`config.mk`:
```
export PLATFORM = sky130hd
export DESIGN_NAME = frame_binarizer
export DESIGN_NICKNAME = d
export VERILOG_FILES = /design/src/rtl/frame_binarizer_pkg.sv /design/src/rtl/frame_binarizer_threshold.sv /design/src/rtl/frame_binarizer.sv
export SDC_FILE = /design/constraint.sdc
export NUM_CORES = 2
export LEC_CHECK = 0
export ABC_AREA = 1
export BUFFER_PORTS_ARGS = -buffer_cell sky130_fd_sc_hd__buf_2
export CAP_MARGIN = 20
export CORE_AREA = 4 4 402 404
export CTS_CLUSTER_DIAMETER = 80
export DETAILED_ROUTE_END_ITERATION = 12
export DIE_AREA = 0 0 406 408
export HOLD_SLACK_MARGIN = 0.05
export PLACE_DENSITY_LB_ADDON = 0.25
export SYNTH_ARGS = -nofsm -noshare
export SYNTH_HDL_FRONTEND = slang
export SYNTH_SLANG_ARGS = --single-unit
```
`constraint.sdc`:
```
create_clock -name clk -period 2.9 [get_ports clk]
set_input_delay 0.29 -clock clk [delete_from_list [all_inputs] [get_ports clk]]
set_output_delay 0.29 -clock clk [all_outputs]
set_load 0.03 [all_outputs]
```
`src/rtl/frame_binarizer_pkg.sv`:
```
// Shared definitions for the frame binarizer: image geometry, pixel format,
// threshold, image and counter types, and the capture FSM states.
package frame_binarizer_pkg;

  localparam int LENGTH = 32;   // image rows
  localparam int WIDTH  = 32;   // image columns (<= 32)
  localparam int PIX_W  = 8;    // grayscale sample width
  localparam int THRESH = 128;  // binarize threshold

  // Counter widths; a one-row or one-column image still gets a 1-bit counter.
  localparam int ROW_W = (LENGTH > 1) ? $clog2(LENGTH) : 1;
  localparam int COL_W = (WIDTH  > 1) ? $clog2(WIDTH)  : 1;

  typedef logic [LENGTH-1:0][WIDTH-1:0] image_t;
  typedef logic [ROW_W-1:0]             row_t;
  typedef logic [COL_W-1:0]             col_t;

  typedef enum logic [1:0] {
    IDLE,
    CAPTURE,
    HOLD
  } bin_state_t;

endpackage

```
`src/rtl/frame_binarizer_threshold.sv`:
```
// Combinational pixel binarizer: one grayscale sample in, one image bit out.
// bit = (pix >= THRESH) ^ INVERT
module pixel_threshold #(
  parameter int PIX_W  = 8,
  parameter int THRESH = 128,
  parameter bit INVERT = 1'b0
) (
  input  logic [PIX_W-1:0] pix_data,
  output logic             pix_bit
);

  // One extra bit so a threshold of 2**PIX_W (everything dark) is representable.
  localparam logic [PIX_W:0] THRESH_V = (PIX_W + 1)'(THRESH);

  assign pix_bit = ({1'b0, pix_data} >= THRESH_V) ^ INVERT;

endmodule

```
`src/rtl/frame_binarizer.sv`:
```
// Frame binarizer: captures a raster-order grayscale pixel stream into a
// LENGTH x WIDTH binary image, presents it with image_valid until the consumer
// acknowledges, then rearms for the next start-of-frame.
module frame_binarizer
  import frame_binarizer_pkg::*;
#(
  parameter int THRESH_P = frame_binarizer_pkg::THRESH,
  parameter bit INVERT   = 1'b0
) (
  input  logic             clk,
  input  logic             rst_n,
  input  logic             pix_valid,
  output logic             pix_ready,
  input  logic             pix_sof,
  input  logic [PIX_W-1:0] pix_data,
  output image_t           image,
  output logic             image_valid,
  input  logic             image_ack,
  output logic             frame_err
);

  localparam row_t ROW_LAST = row_t'(LENGTH - 1);
  localparam col_t COL_LAST = col_t'(WIDTH - 1);

  bin_state_t state_q, state_d;
  row_t       row_q, row_d;
  col_t       col_q, col_d;
  image_t     image_q, image_d;
  logic       frame_err_q, frame_err_d;

  logic pix_bit;
  logic transfer;
  logic sof_hit;
  logic wr_en;
  logic clear;
  logic last_pix;
  row_t wr_row;
  col_t wr_col;

  pixel_threshold #(
    .PIX_W  (PIX_W),
    .THRESH (THRESH_P),
    .INVERT (INVERT)
  ) u_threshold (
    .pix_data (pix_data),
    .pix_bit  (pix_bit)
  );

  // Stream handshake: the stage stalls only while an image is being held.
  assign pix_ready   = (state_q != HOLD);
  assign image_valid = (state_q == HOLD);
  assign image       = image_q;
  assign frame_err   = frame_err_q;
  assign transfer    = pix_valid & pix_ready;
  assign sof_hit     = transfer & pix_sof;

  // Write address: an accepted SOF always lands at [0][0], whatever the counters say.
  always_comb begin
    wr_row   = sof_hit ? '0 : row_q;
    wr_col   = sof_hit ? '0 : col_q;
    last_pix = (wr_row == ROW_LAST) && (wr_col == COL_LAST);
  end

  // Next-state, counter advance and image write control.
  always_comb begin
    // NOTE: every signal assigned here gets a default first, so no path leaves
    // one unassigned and no latch is inferred; blocking '=' is used because this
    // is combinational logic evaluated top to bottom.
    state_d     = state_q;
    row_d       = row_q;
    col_d       = col_q;
    frame_err_d = frame_err_q;
    wr_en       = 1'b0;
    clear       = 1'b0;

    unique case (state_q)
      IDLE: begin
        // Pixels without SOF are dropped while waiting for a frame start.
        if (sof_hit) begin
          clear   = 1'b1;
          wr_en   = 1'b1;
          state_d = last_pix ? HOLD : CAPTURE;
        end
      end
      CAPTURE: begin
        if (transfer) begin
          if (pix_sof) begin
            // Early SOF aborts the partial frame and restarts at [0][0].
            frame_err_d = 1'b1;
            clear       = 1'b1;
          end
          wr_en = 1'b1;
          if (last_pix) state_d = HOLD;
        end
      end
      HOLD: begin
        if (image_ack) state_d = IDLE;
      end
      default: state_d = IDLE;
    endcase

    if (wr_en) begin
      if (wr_col == COL_LAST) begin
        col_d = '0;
        row_d = (wr_row == ROW_LAST) ? '0 : wr_row + row_t'(1);
      end else begin
        col_d = wr_col + col_t'(1);
        row_d = wr_row;
      end
    end
  end

  // Image next value: clear on accepted SOF, then write the one addressed bit.
  always_comb begin
    image_d = clear ? '0 : image_q;
    if (wr_en) image_d[wr_row][wr_col] = pix_bit;
  end

  // State, counters, sticky error flag and image register.
  always_ff @(posedge clk or negedge rst_n) begin
    // NOTE: the image is an ordinary register bank, not a RAM, and it must read
    // as all zeros straight out of reset, so it is reset along with the FSM.
    if (!rst_n) begin
      state_q     <= IDLE;
      row_q       <= '0;
      col_q       <= '0;
      image_q     <= '0;
      frame_err_q <= 1'b0;
    end else begin
      // NOTE: non-blocking '<=' so every register samples pre-edge values.
      state_q     <= state_d;
      row_q       <= row_d;
      col_q       <= col_d;
      image_q     <= image_d;
      frame_err_q <= frame_err_d;
    end
  end

endmodule

```
==> impl_metrics.env <==
export IMPL_synth_top_area_share=0.510
export IMPL_max_slew_worst_pin_slew_ps=991
export IMPL_core_region_area_um2=158000
export IMPL_dp_cells=9766
export IMPL_grt_use_total=0.252
export IMPL_cts_buffers=121
export IMPL_finalNetCount=7857
export IMPL_wl_per_cell_um=21.8
export IMPL_rr_startpoint="state_q[0]"
export IMPL_clk_path_buf_depth=3
export IMPL_internal_power_mw=24.8
export IMPL_drive_gt1_frac=0.195
export IMPL_fin_crit_ps=2700
export IMPL_relSlewSlack=0.339
export IMPL_p_clk_frac=0.453
export IMPL_critPathRequiredTime_ps=3530
export IMPL_finalNonFillerCells=10008
export IMPL_wirelength_um=218000
export IMPL_rows=146
export IMPL_root_buffer="clkbuf_16"
export IMPL_avgSynthCellArea_um2=7.32
export IMPL_area_delta_synth_final_pct=25.6
export IMPL_comb_power_share=0.126
export IMPL_period_share=0.930
export IMPL_post_synth_inst_count=6948
export IMPL_globalplace_congestion=0.840
export IMPL_grt_pass1_vias=43988
export IMPL_cp_start_kind="register"
export IMPL_antenna_found_initial=4
export IMPL_vias=47348
export IMPL_critical_path_max_fanout=15
export IMPL_peakVddDrop_mv=0.522
export IMPL_htree_levels=3
export IMPL_post_drt_via_cell_ratio=4.73
export IMPL_hpwl_um=141000
export IMPL_layout_commonest_cell="nand2_1"
export IMPL_p_seq_frac=0.420
export IMPL_hold_viol=0
export IMPL_die_x_um=406
export IMPL_syn_area_um2=50900
export IMPL_ant_nets=0
export IMPL_finalClockSkew_ps=39.4
export IMPL_drv_slew=0
export IMPL_grt_pass1_wl_um=310000
export IMPL_ys_seq_area_frac=0.510
export IMPL_die_h_um=408
export IMPL_power_switching_mw=10.2
export IMPL_leakagePower_nw=38.1
export IMPL_synth_seq_cells=1037
export IMPL_crit_start="state_q[0]"
export IMPL_synthAdderAreaFrac=0.00246
export IMPL_start_util=0.322
export IMPL_portBuffers=1032
export IMPL_synth_compound_area_frac=0.0681
export IMPL_grt_overflow_total=0
export IMPL_cts_sinks=1037
export IMPL_synthXorXnorAreaFrac=0.000344
export IMPL_outcome="finished clean"
export IMPL_synth_area_leader_cell="dfrtp_1"
export IMPL_ys_types=36
export IMPL_clkTransAtPathRegs_ps=60
export IMPL_route_detailed_drc=0
export IMPL_max_freq_mhz=371
export IMPL_min_from="pix_data[7]"
export IMPL_clk_latency_ps=740
export IMPL_firstDrtPassIters=8
export IMPL_setup_viol=0
export IMPL_setup_slack_ps=204
export IMPL_maxCapViolCount=0
export IMPL_grt_max_degree=155
export IMPL_synth_mux_area_frac=0
export IMPL_yosysWarningCount=0
export IMPL_power_share_switching=0.290
export IMPL_hp_class="primary input to register"
export IMPL_place_ws_ps=55.1
export IMPL_dieArea_um2=166000
export IMPL_p_per_area_nw_per_um2=548
export IMPL_synth_top_family_by_area="simple AND/OR/NAND/NOR gates"
export IMPL_synthesis_nets=6971
export IMPL_cts_tree="built"
export IMPL_crit_path_end_kind="register"
export IMPL_synth_area_leaders="dfrtp_1 (51%), nand2_1 (23%), inv_1 (6.4%), nand3_1 (4.9%), o21ai_0 (4.5%)"
export IMPL_synthSimpleGateAreaFrac=0.306
export IMPL_crit_arrival_ps=3320
export IMPL_drt_iter0_markers=4711
export IMPL_layout_common_cells="nand2_1 (3128), dfrtp_1 (1037), buf_2 (1030)"
export IMPL_path_class="register to register"
export IMPL_io_pins=1040
metal layers:
| metal | up-vias | track usage | share of wire |
|---|---|---|---|
| met5 | - | 0 | 0 |
| met4 | 0 | 0.114 | 0.052 |
| met3 | 383 | 0.0607 | 0.079 |
| met2 | 1815 | 0.402 | 0.46 |
| met1 | 22332 | 0.324 | 0.41 |
| li1 | 22818 | - | - |
Yosys cell counts (all sizes together):
library cell and count:
nand4 31, clkinv 4, o211ai 1, xor2 1, dfrtp 1037, a21o 1, nand3 495, and2 55
o21ai 682, inv 877, clkbuf 133, buf 363, nor2 112, ha 10, xnor2 1, nor3 3
o31ai 1, or2 1, o22ai 2, a21boi 1, nand2 3137
flip-flops by register name (all words and copies together), names as in the netlist:
name and count:
image 1024, col_q 5, row_q 5, state_q 2
frame_err 1
final timing paths:
path	endpoint	slack, ps	cells past startpoint
hold reg to reg	image[141]	490	2
hold / removal	image[486]	150	4
min in group asynchronous	image[179]	190	2
setup reg to reg	image[159]	200	14
setup / recovery	image[159]	200	14
max in group asynchronous	image[423]	1620	3
cell families after synthesis:
| kind of cell | count (synthesis) |
|---|---|
| AND/OR/NAND/NOR | 3834 |
| adder cells (fa/ha/maj) | 10 |
| flip-flops | 1037 |
| buffers and inverters | 1377 |
| AO/OA/AOI/OAI | 688 |
| XOR/XNOR | 2 |
through the flow:
stage / instance area (um2) / util / setup TNS, ps / hold WS [ps] / power, mW
after floorplan: 50900 / - / 0 / -5.59 / 17.3
after global placement: 59600 / 0.377 / 0 / 427 / 19.4
after detailed placement: 59600 / 0.377 / 0 / 428 / 19.4
after CTS: 63800 / 0.404 / 0 / 96.6 / 35.4
after global routing: 63900 / 0.405 / -5.78 / 121 / 36.2
final: 63900 / 0.405 / 0 / 148 / 35.0
critical path, cell delays in order (launching register included):
cell        delay [ps]
dfrtp_1            390
inv_2               90
nand2_2            100
nand2_2            140
clkinvlp_4         180
nor2_2             170
ha_1               190
nand2_1             70
inv_1              130
nand4_1            230
nor2_4             240
buf_4              160
clkbuf_16          230
nand3_1             80
and2_1             170
power by group through the flow:
stage | clock network (mW) | registers [mW] | logic (mW)
after CTS | 16.2 | 14.7 | 4.47
after global placement | 0 | 15.0 | 4.46
after global routing | 16.8 | 14.7 | 4.73
after detailed placement | 0 | 15.0 | 4.46
after floorplan | 0 | 15.0 | 2.31
final | 15.9 | 14.7 | 4.43
final cells by class:
type / count / area, um2
inverter: 881 / 3320
antenna: 2 / 5.00
sequential: 1037 / 25900
timing repair buffer: 1259 / 8430
clock buffer: 192 / 3700
multi-input combinational: 4534 / 19500
tap: 2072 / 2590
clock inverter: 31 / 458
fill: 16210 / 93900
repair_timing:
item	CTS	global route
hold buffers	4	0
endpoints found under the hold margin	38	0
gates resized for setup	0	4
setup buffers	0	11
setup endpoints to repair	0	102
Power figures use the tool's default switching activity.
